## config.mk

```make
export PLATFORM = sky130hd
export DESIGN_NAME = ghost_motion_ctrl
export DESIGN_NICKNAME = d
export VERILOG_FILES = /design/src/rtl/ghost_motion_ctrl.sv
export SDC_FILE = /design/constraint.sdc
export NUM_CORES = 1
export LEC_CHECK = 0
export ABC_AREA = 1
export CAP_MARGIN = 20
export CORE_AREA = 5 5 102 95
export CTS_CLUSTER_DIAMETER = 100
export DETAILED_ROUTE_END_ITERATION = 8
export DIE_AREA = 0 0 107 100
export GPL_TIMING_DRIVEN = 0
export PLACE_DENSITY_LB_ADDON = 0.12
export SLEW_MARGIN = 5
export SYNTH_ARGS = -nofsm -noshare
export SYNTH_HDL_FRONTEND = slang
export SYNTH_SLANG_ARGS = --single-unit
```

## constraint.sdc

```tcl
create_clock -name clk -period 3.41 [get_ports clk]
set_input_delay 0.341 -clock clk [delete_from_list [all_inputs] [get_ports clk]]
set_output_delay 0.341 -clock clk [all_outputs]
set_load 0.05 [all_outputs]
```

## src/rtl/ghost_motion_ctrl.sv

```systemverilog
// Ghost sprite motion sequencer: once per frame moves the ghost,
// bounces it off the screen edges and pushes x/y/ctrl to the sprite slot.
module ghost_motion_ctrl #(
    parameter int H_MAX    = 640,
    parameter int V_MAX    = 480,
    parameter int SPR_W    = 16,
    parameter int ANIM_DIV = 8
) (
    input  logic        clk,
    input  logic        reset,
    input  logic [10:0] x,
    input  logic [10:0] y,
    input  logic        cpu_cs,
    input  logic        cpu_write,
    input  logic [13:0] cpu_addr,
    input  logic [31:0] cpu_wr_data,
    input  logic        auto_en,
    input  logic [3:0]  step,
    input  logic [2:0]  ctrl_hi,
    output logic        m_cs,
    output logic        m_write,
    output logic [13:0] m_addr,
    output logic [31:0] m_wr_data,
    output logic        busy,
    output logic        frame_tick
);

    typedef enum logic [2:0] {
        IDLE,
        CALC,
        WR_X,
        WR_Y,
        WR_CTRL
    } state_t;

    localparam logic signed [11:0] X_LIM   = 12'(H_MAX - SPR_W);
    localparam logic signed [11:0] Y_LIM   = 12'(V_MAX - SPR_W);
    localparam logic [10:0]        V_LINE  = 11'(V_MAX);
    localparam logic [7:0]         FC_LAST = 8'(ANIM_DIV - 1);

    state_t      state;
    state_t      state_nx;
    logic [10:0] x_pos;
    logic [10:0] y_pos;
    logic        dx_neg;
    logic        dy_neg;
    logic [7:0]  fcnt;
    logic [1:0]  anim;
    logic        at_pix;
    logic        at_pix_q;
    logic        grant;
    logic        snoop_x;
    logic        snoop_y;
    logic [11:0] x_calc;
    logic [11:0] y_calc;
    logic        fsm_cs;
    logic [13:0] fsm_addr;
    logic [31:0] fsm_data;

    // One axis step: returns {direction_negative, new_position}
    function automatic logic [11:0] axis_next(
        input logic [10:0]        pos,
        input logic               neg,
        input logic [3:0]         s,
        input logic signed [11:0] lim
    );
        logic signed [11:0] n;
        n = neg ? ($signed({1'b0, pos}) - $signed({8'b0, s}))
                : ($signed({1'b0, pos}) + $signed({8'b0, s}));
        if (n > lim) begin
            return {1'b1, lim[10:0]};
        end else if (n < 0) begin
            return {1'b0, 11'd0};
        end else begin
            return {neg, n[10:0]};
        end
    endfunction

    assign at_pix  = (x == 11'd0) && (y == V_LINE);
    assign grant   = !cpu_cs;
    assign snoop_x = cpu_cs && cpu_write && cpu_addr[13] &&
                     (cpu_addr[1:0] == 2'b01);
    assign snoop_y = cpu_cs && cpu_write && cpu_addr[13] &&
                     (cpu_addr[1:0] == 2'b10);
    assign busy    = (state != IDLE);

    // Next positions for both axes, used only in CALC
    always_comb begin
        x_calc = axis_next(x_pos, dx_neg, step, X_LIM);
        y_calc = axis_next(y_pos, dy_neg, step, Y_LIM);
    end

    // Frame-start pulse on the first cycle the counter sits at the pixel
    always_ff @(posedge clk) begin
        if (reset) begin
            at_pix_q   <= 1'b0;
            frame_tick <= 1'b0;
        end else begin
            at_pix_q   <= at_pix;
            frame_tick <= at_pix && !at_pix_q;
        end
    end

    // Position, direction and animation state; CPU snoops win over CALC
    always_ff @(posedge clk) begin
        if (reset) begin
            x_pos  <= 11'd0;
            y_pos  <= 11'd0;
            dx_neg <= 1'b0;
            dy_neg <= 1'b0;
            fcnt   <= 8'd0;
            anim   <= 2'd0;
        end else begin
            if (state == CALC) begin
                {dx_neg, x_pos} <= x_calc;
                {dy_neg, y_pos} <= y_calc;
                if (fcnt == FC_LAST) begin
                    fcnt <= 8'd0;
                    anim <= anim + 2'd1;
                end else begin
                    fcnt <= fcnt + 8'd1;
                end
            end
            if (snoop_x) begin
                x_pos <= cpu_wr_data[10:0];
            end
            if (snoop_y) begin
                y_pos <= cpu_wr_data[10:0];
            end
        end
    end

    // State register
    always_ff @(posedge clk) begin
        if (reset) begin
            state <= IDLE;
        end else begin
            state <= state_nx;
        end
    end

    // Next state and the write each state wants to issue
    always_comb begin
        state_nx = state;
        fsm_cs   = 1'b0;
        fsm_addr = 14'd0;
        fsm_data = 32'd0;
        unique case (state)
            IDLE: begin
                if (frame_tick && auto_en) begin
                    state_nx = CALC;
                end
            end
            CALC: begin
                state_nx = WR_X;
            end
            WR_X: begin
                fsm_cs   = 1'b1;
                fsm_addr = 14'h2001;
                fsm_data = {21'b0, x_pos};
                if (grant) begin
                    state_nx = WR_Y;
                end
            end
            WR_Y: begin
                fsm_cs   = 1'b1;
                fsm_addr = 14'h2002;
                fsm_data = {21'b0, y_pos};
                if (grant) begin
                    state_nx = WR_CTRL;
                end
            end
            WR_CTRL: begin
                fsm_cs   = 1'b1;
                fsm_addr = 14'h2003;
                fsm_data = {27'b0, ctrl_hi, anim};
                if (grant) begin
                    state_nx = IDLE;
                end
            end
            default: begin
                state_nx = IDLE;
            end
        endcase
    end

    // Bus mux: CPU first, then the sequencer, otherwise idle
    always_comb begin
        m_cs      = 1'b0;
        m_write   = 1'b0;
        m_addr    = 14'd0;
        m_wr_data = 32'd0;
        if (cpu_cs) begin
            m_cs      = 1'b1;
            m_write   = cpu_write;
            m_addr    = cpu_addr;
            m_wr_data = cpu_wr_data;
        end else if (fsm_cs && !reset) begin
            m_cs      = 1'b1;
            m_write   = 1'b1;
            m_addr    = fsm_addr;
            m_wr_data = fsm_data;
        end
    end

endmodule
```

**Word level (Yosys, flattened, before mapping)**

Cells that the tools add are included.

- Register bits after elaboration: 39
- Input port bits: 80
- Output and inout port bits: 50
- Logic and storage cells: 79

- $add $sub $neg: 6
- $lt $le $gt $ge: 4
- Equal/unequal tests: 12
- Mux-type cells: 26
- Reductions and logical operators: 22

Operators with widths:

| cell | number |
|---|---|
| $mux 12 | 6 |
| $mux 32 | 2 |
| $mux 11 | 4 |
| $pmux 14 s3 | 1 |
| $pmux 11 s3 | 1 |
| $mux 14 | 2 |
| $add 11x4->12 | 2 |
| $lt 12x1->1 const B | 2 |
| $sub 11x4->12 | 2 |
| $pmux 3 s5 | 1 |
| $gt 12x10->1 const B | 1 |
| $gt 12x11->1 const B | 1 |
| $mux 3 | 4 |
| $eq 11x9->1 const B | 1 |
| $logic_not 11->1 | 1 |
| $add 8x1->8 const B | 1 |
| $eq 8x3->1 const B | 1 |
| $logic_and 1x1->1 | 8 |
| $mux 8 | 1 |
| $ne 2x2->1 const B | 4 |
| $reduce_bool 2->1 | 4 |
| $eq 3x2->1 const B | 2 |
| $reduce_and 2->1 | 3 |
| $mux 1 | 4 |
| other kinds (10) | 11 |

**Longest topological paths before layout**

- Word-level depth: 7
- Mapped depth: 20
- Mapped depth without buffers: 19

**Worst setup path before layout**

OpenSTA, ideal clock, no wires.

- Kind: register to output
- From: register state[1]
- To: output port m_wr_data[4]
- Arrival time: 2.220 ns
- Required time: 3.069 ns
- Slack: 0.849 ns
- Stages on the path, launching flop included: 7
- Buffers on the path: 0
- Cells stage by stage: dfxtp_1 -> inv_1 -> nor3_4 -> inv_2 -> nand2_1 -> nand3_2 -> o21ai_0

- Word-level cells in the longest chain between the ends: 6
- Elaborated cells between the ends (all ways): 9
- Classes of those cells: 3 x eq/ne; 4 x mux; 2 x reduce/logical

Ends and longest elaborated chain:

| item | line | text |
|---|---|---|
| from (decl) | 41 | `state_t state;` |
| from (signal assigned) | 138 | `state <= state_nx;` |
| $eq 3x3->1 / $eq 3x2->1 (equally long branches) | 148 | `unique case (state)` |
| $reduce_or 3->1 (no line) | - |  |
| $mux 1 | 148 |  |
| $logic_and 1x1->1 | 198 | `end else if (fsm_cs && !reset) begin` |
| $mux 32 * | 198 |  |
| $mux 32 * | 193 | `if (cpu_cs) begin` |
| to (decl) | 23 | `output logic [31:0] m_wr_data,` |

Mark *: on every way between the ends. The rest lies on a longest branch, timed or not.

**Worst setup path after layout**

- From: register state[2]
- To: output port m_write

- Word-level cells in the longest chain between the ends: 6
- Elaborated cells between the ends (all ways): 8
- Classes of those cells: 3 x eq/ne; 3 x mux; 2 x reduce/logical

Ends and longest elaborated chain:

| item | line | text |
|---|---|---|
| $eq 3x3->1 / $eq 3x2->1 (equally long branches) | 148 |  |
| $reduce_or 3->1 (no line) * | - |  |
| $mux 1 * | 148 |  |
| $logic_and 1x1->1 * | 198 |  |
| $mux 1 * | 198 |  |
| $mux 1 * | 193 |  |
| to (decl) | 21 | `output logic m_write,` |

Marked as above.

==> impl_metrics.py <==
metrics = {
    "yosys": {
        "synth_ff_type": "dfxtp_1",
        "synthArstFlopShare_pct": 0,
        "synth_seq_cells": 39,
        "synth_area_leaders": "dfxtp_1 19%, nand2_1 16%, inv_1 13%",
        "synth-seq-area-share_pct": 19.0,
        "post-synth-top-count-cell": "nand2_1",
        "yosysTopAreaCell": "dfxtp_1",
        "post-synth-top-area-fraction_pct": 19.0,
        "synthTopCellsByCount": "179 x nand2_1, 137 x inv_1, 47 x a21oi_1",
        "synthesis.area_um2": 4110,
        "synthCells": 691,
        "synth_nets": 798,
        "synth-edff-count": 0,
        "avgSynthCellArea_um2": 5.95,
        "yosysUniqueCellTypes": 43,
        "yosysWarnings": 0,
    },
    "sta": {
        "setup_viol": 0,
        "slew_headroom_pct": 51.3,
        "worst_pin_slew_ps": 731,
        "min_period_ps": 3330,
        "grt_setup_unrepaired": "false",
        "period_share_pct": 97.6,
        "hold_viol_final": 0,
        "fin_skew_ps": 10.4,
        "whs_ps": 396,
        "fmax_ghz": 0.300,
        "fin_setup_tns_ps": 0,
        "report.final.slew_viol_count": 0,
    },
    "floorplanning": {
        "io_pins": 130,
        "fp.coreArea_um2": 8410,
        "start_util_pct": 48.9,
        "rows": 32,
        "die-area_um2": 10700,
        "die_w_um": 107,
        "die_y_um": 100,
    },
    "min_path": {
        "hold_class": "reg -> reg",
    },
    "routing": {
        "first_pass_iters": 6,
        "vias": 4936,
        "wl_per_cell_um": 14.7,
        "drc": 0,
        "route.antenna.remaining_nets": 0,
        "dr.first_iter.drc_count": 334,
        "drt_wl_total_mm": 13.7,
        "drt-vias-per-instance": 5.31,
    },
    "final_layout": {
        "drive_gt1_share_pct": 7.86,
        "fillers": 773,
        "nNetsFinal": 933,
        "antenna_cells": 0,
        "multiInputGateArea_um2": 2650,
        "design_area_um2": 5630,
        "finish.utilization_pct": 67.0,
        "area.growth.synth_to_final_pct": 37.1,
        "seq_area_um2": 781,
        "fin_cells": 929,
    },
    "cts": {
        "cts_max_level": 2,
        "cts_setup_buffers": 0,
        "clk_latency_ps": 300,
        "cts_buffer_depth": 2,
        "cts_tree": "done",
        "path_clk_slew_ps": 90,
        "cts_hold_buffers": 0,
        "clkSinkCount": 39,
        "cts_root_buf": "clkbuf_8",
        "cts_buffers": 5,
    },
    "global_route": {
        "grt_overflow": 0,
        "grt_max_degree": 15,
        "grt_usage_pct": 25.1,
        "first_global_vias": 4617,
        "antenna_found_initial": 0,
        "grt_pass1_wl_mm": 21.7,
    },
    "status": {
        "status": "finished clean",
    },
    "placement": {
        "dpl.hpwl_mm": 11.6,
        "port_buffers": 128,
        "placed_cell_area_um2": 5520,
        "post-place-cells": 921,
        "routabilityCongestion": 0.926,
    },
    "critical_path": {
        "worstPathRequired_ps": 3070,
        "critPathMaxFanout": 10,
        "crit_type": "reg -> out",
        "cp.arrival_ps": 2990,
        "cp-start-kind": "flip-flop",
        "crit_path_end_kind": "output port",
    },
    "run": {
        "maxCapViolations": 0,
    },
    "pwr": {
        "p_per_area_nw_per_um2": 226,
        "leakage_nw": 2.87,
        "max-vdd-ir-drop_mv": 0.139,
    },
}
## state kept, by name (all words and copies together) (netlist names)
register	flops
dx_neg	1
x_pos	11
at_pix_q	1
state	3
anim	2
dy_neg	1
fcnt	8
frame_tick	1
y_pos	11
## through the flow
| stage | power, W | worst slack (ps) |
|---|---|---|
| finish | 0.00128 | 81.8 |
| detailed placement | 0.000956 | -4.88 |
| CTS | 0.00128 | 60.0 |
| global placement | 0.000951 | 49.7 |
| global route | 0.00134 | 8.35 |
| floorplan | 0.000753 | 849 |
## power breakdown
part | total (W) | switching (W) | internal (W)
clock | 0.000328 | 0.000182 | 0.000146
combinational | 0.000482 | 0.000284 | 0.000198
sequential | 0.000465 | 0.00000466 | 0.000460
total | 0.00127 | 0.000471 | 0.000804
## critical path, stage by stage, from the launching register on
cell and delay (ps):
dfxtp_1 490, inv_1 90, nor3_2 450, nor2_1 140, nand2_1 160, nand3_2 170, buf_2 250, o21ai_1 100
clkdlybuf4s50_1 830
## worst paths after layout
| check | start | endpoint | slack [ps] | cells past startpoint |
|---|---|---|---|---|
| worst min register to register | at_pix_q$_SDFF_PP0_ | frame_tick$_SDFF_PP0_ | 400 | 1 |
| worst max register to register | dy_neg$_SDFFE_PP0P_ | y_pos[7]$_SDFFE_PP0P_ | 740 | 14 |
| worst max-delay path | state[2]$_SDFFE_PP0P_ | m_write | 80 | 8 |
| worst min-delay path | at_pix_q$_SDFF_PP0_ | frame_tick$_SDFF_PP0_ | 400 | 1 |
## what timing repair did
item                                   CTS  global route
resized for setup                        0             9
endpoints found under the hold margin    0             0
setup endpoints to repair                0             9
## layout by cell type, fill, tap and decap left out, drive strengths merged
| master | instances |
|---|---|
| a21boi | 1 |
| a21o | 2 |
| a21oi | 53 |
| a22o | 3 |
| a31oi | 2 |
| and2 | 1 |
| buf | 5 |
| clkbuf | 12 |
| clkdlybuf4s50 | 119 |
| clkinv | 9 |
| clkinvlp | 2 |
| dfxtp | 39 |
| dlymetal6s2s | 9 |
| fa | 2 |
| ha | 25 |
| inv | 154 |
| nand2 | 186 |
| nand3 | 40 |
| nand3b | 4 |
| nand4 | 19 |
| nor2 | 48 |
| nor3 | 11 |
| nor3b | 3 |
| nor4 | 5 |
| o211ai | 1 |
| o21a | 1 |
| o21ai | 36 |
| o21bai | 2 |
| o22ai | 25 |
| or2 | 1 |
| xnor2 | 2 |
| xor2 | 5 |
## per-layer routing
metal / GRT usage, % / vias up / part of all wire [%]
li1: - / 2482 / -
met1: 30.3 / 2203 / 40
met2: 44.1 / 220 / 47
met3: 7.20 / 31 / 11
met4: 5.80 / 0 / 2.2
met5: 0 / - / 0
## kinds of logic (layout without fill, tap and decap cells)
family                   Yosys count  in the layout  share of synthesized area [%]
flip-flops                        39             39                           19.0
AO/OA/AOI/OAI                    126            126                           17.5
AND/OR/NAND/NOR                  318            318                           36.8
adder cells (fa/ha/maj)           27             27                           8.59
XOR/XNOR                           7              7                           1.67
buffers and inverters            174            310                           16.5
## cell type report
type / instances / area share, %
Tap cell: 102 / 2.27
Buffer: 12 / 1.13
Inverter: 162 / 10.9
Clock buffer: 5 / 1.22
Multi-Input combinational cell: 478 / 47.1
Clock inverter: 3 / 0.422
Sequential cell: 39 / 13.9
Timing Repair Buffer: 128 / 23.1
No activity file was read; power rests on OpenSTA's default activity.
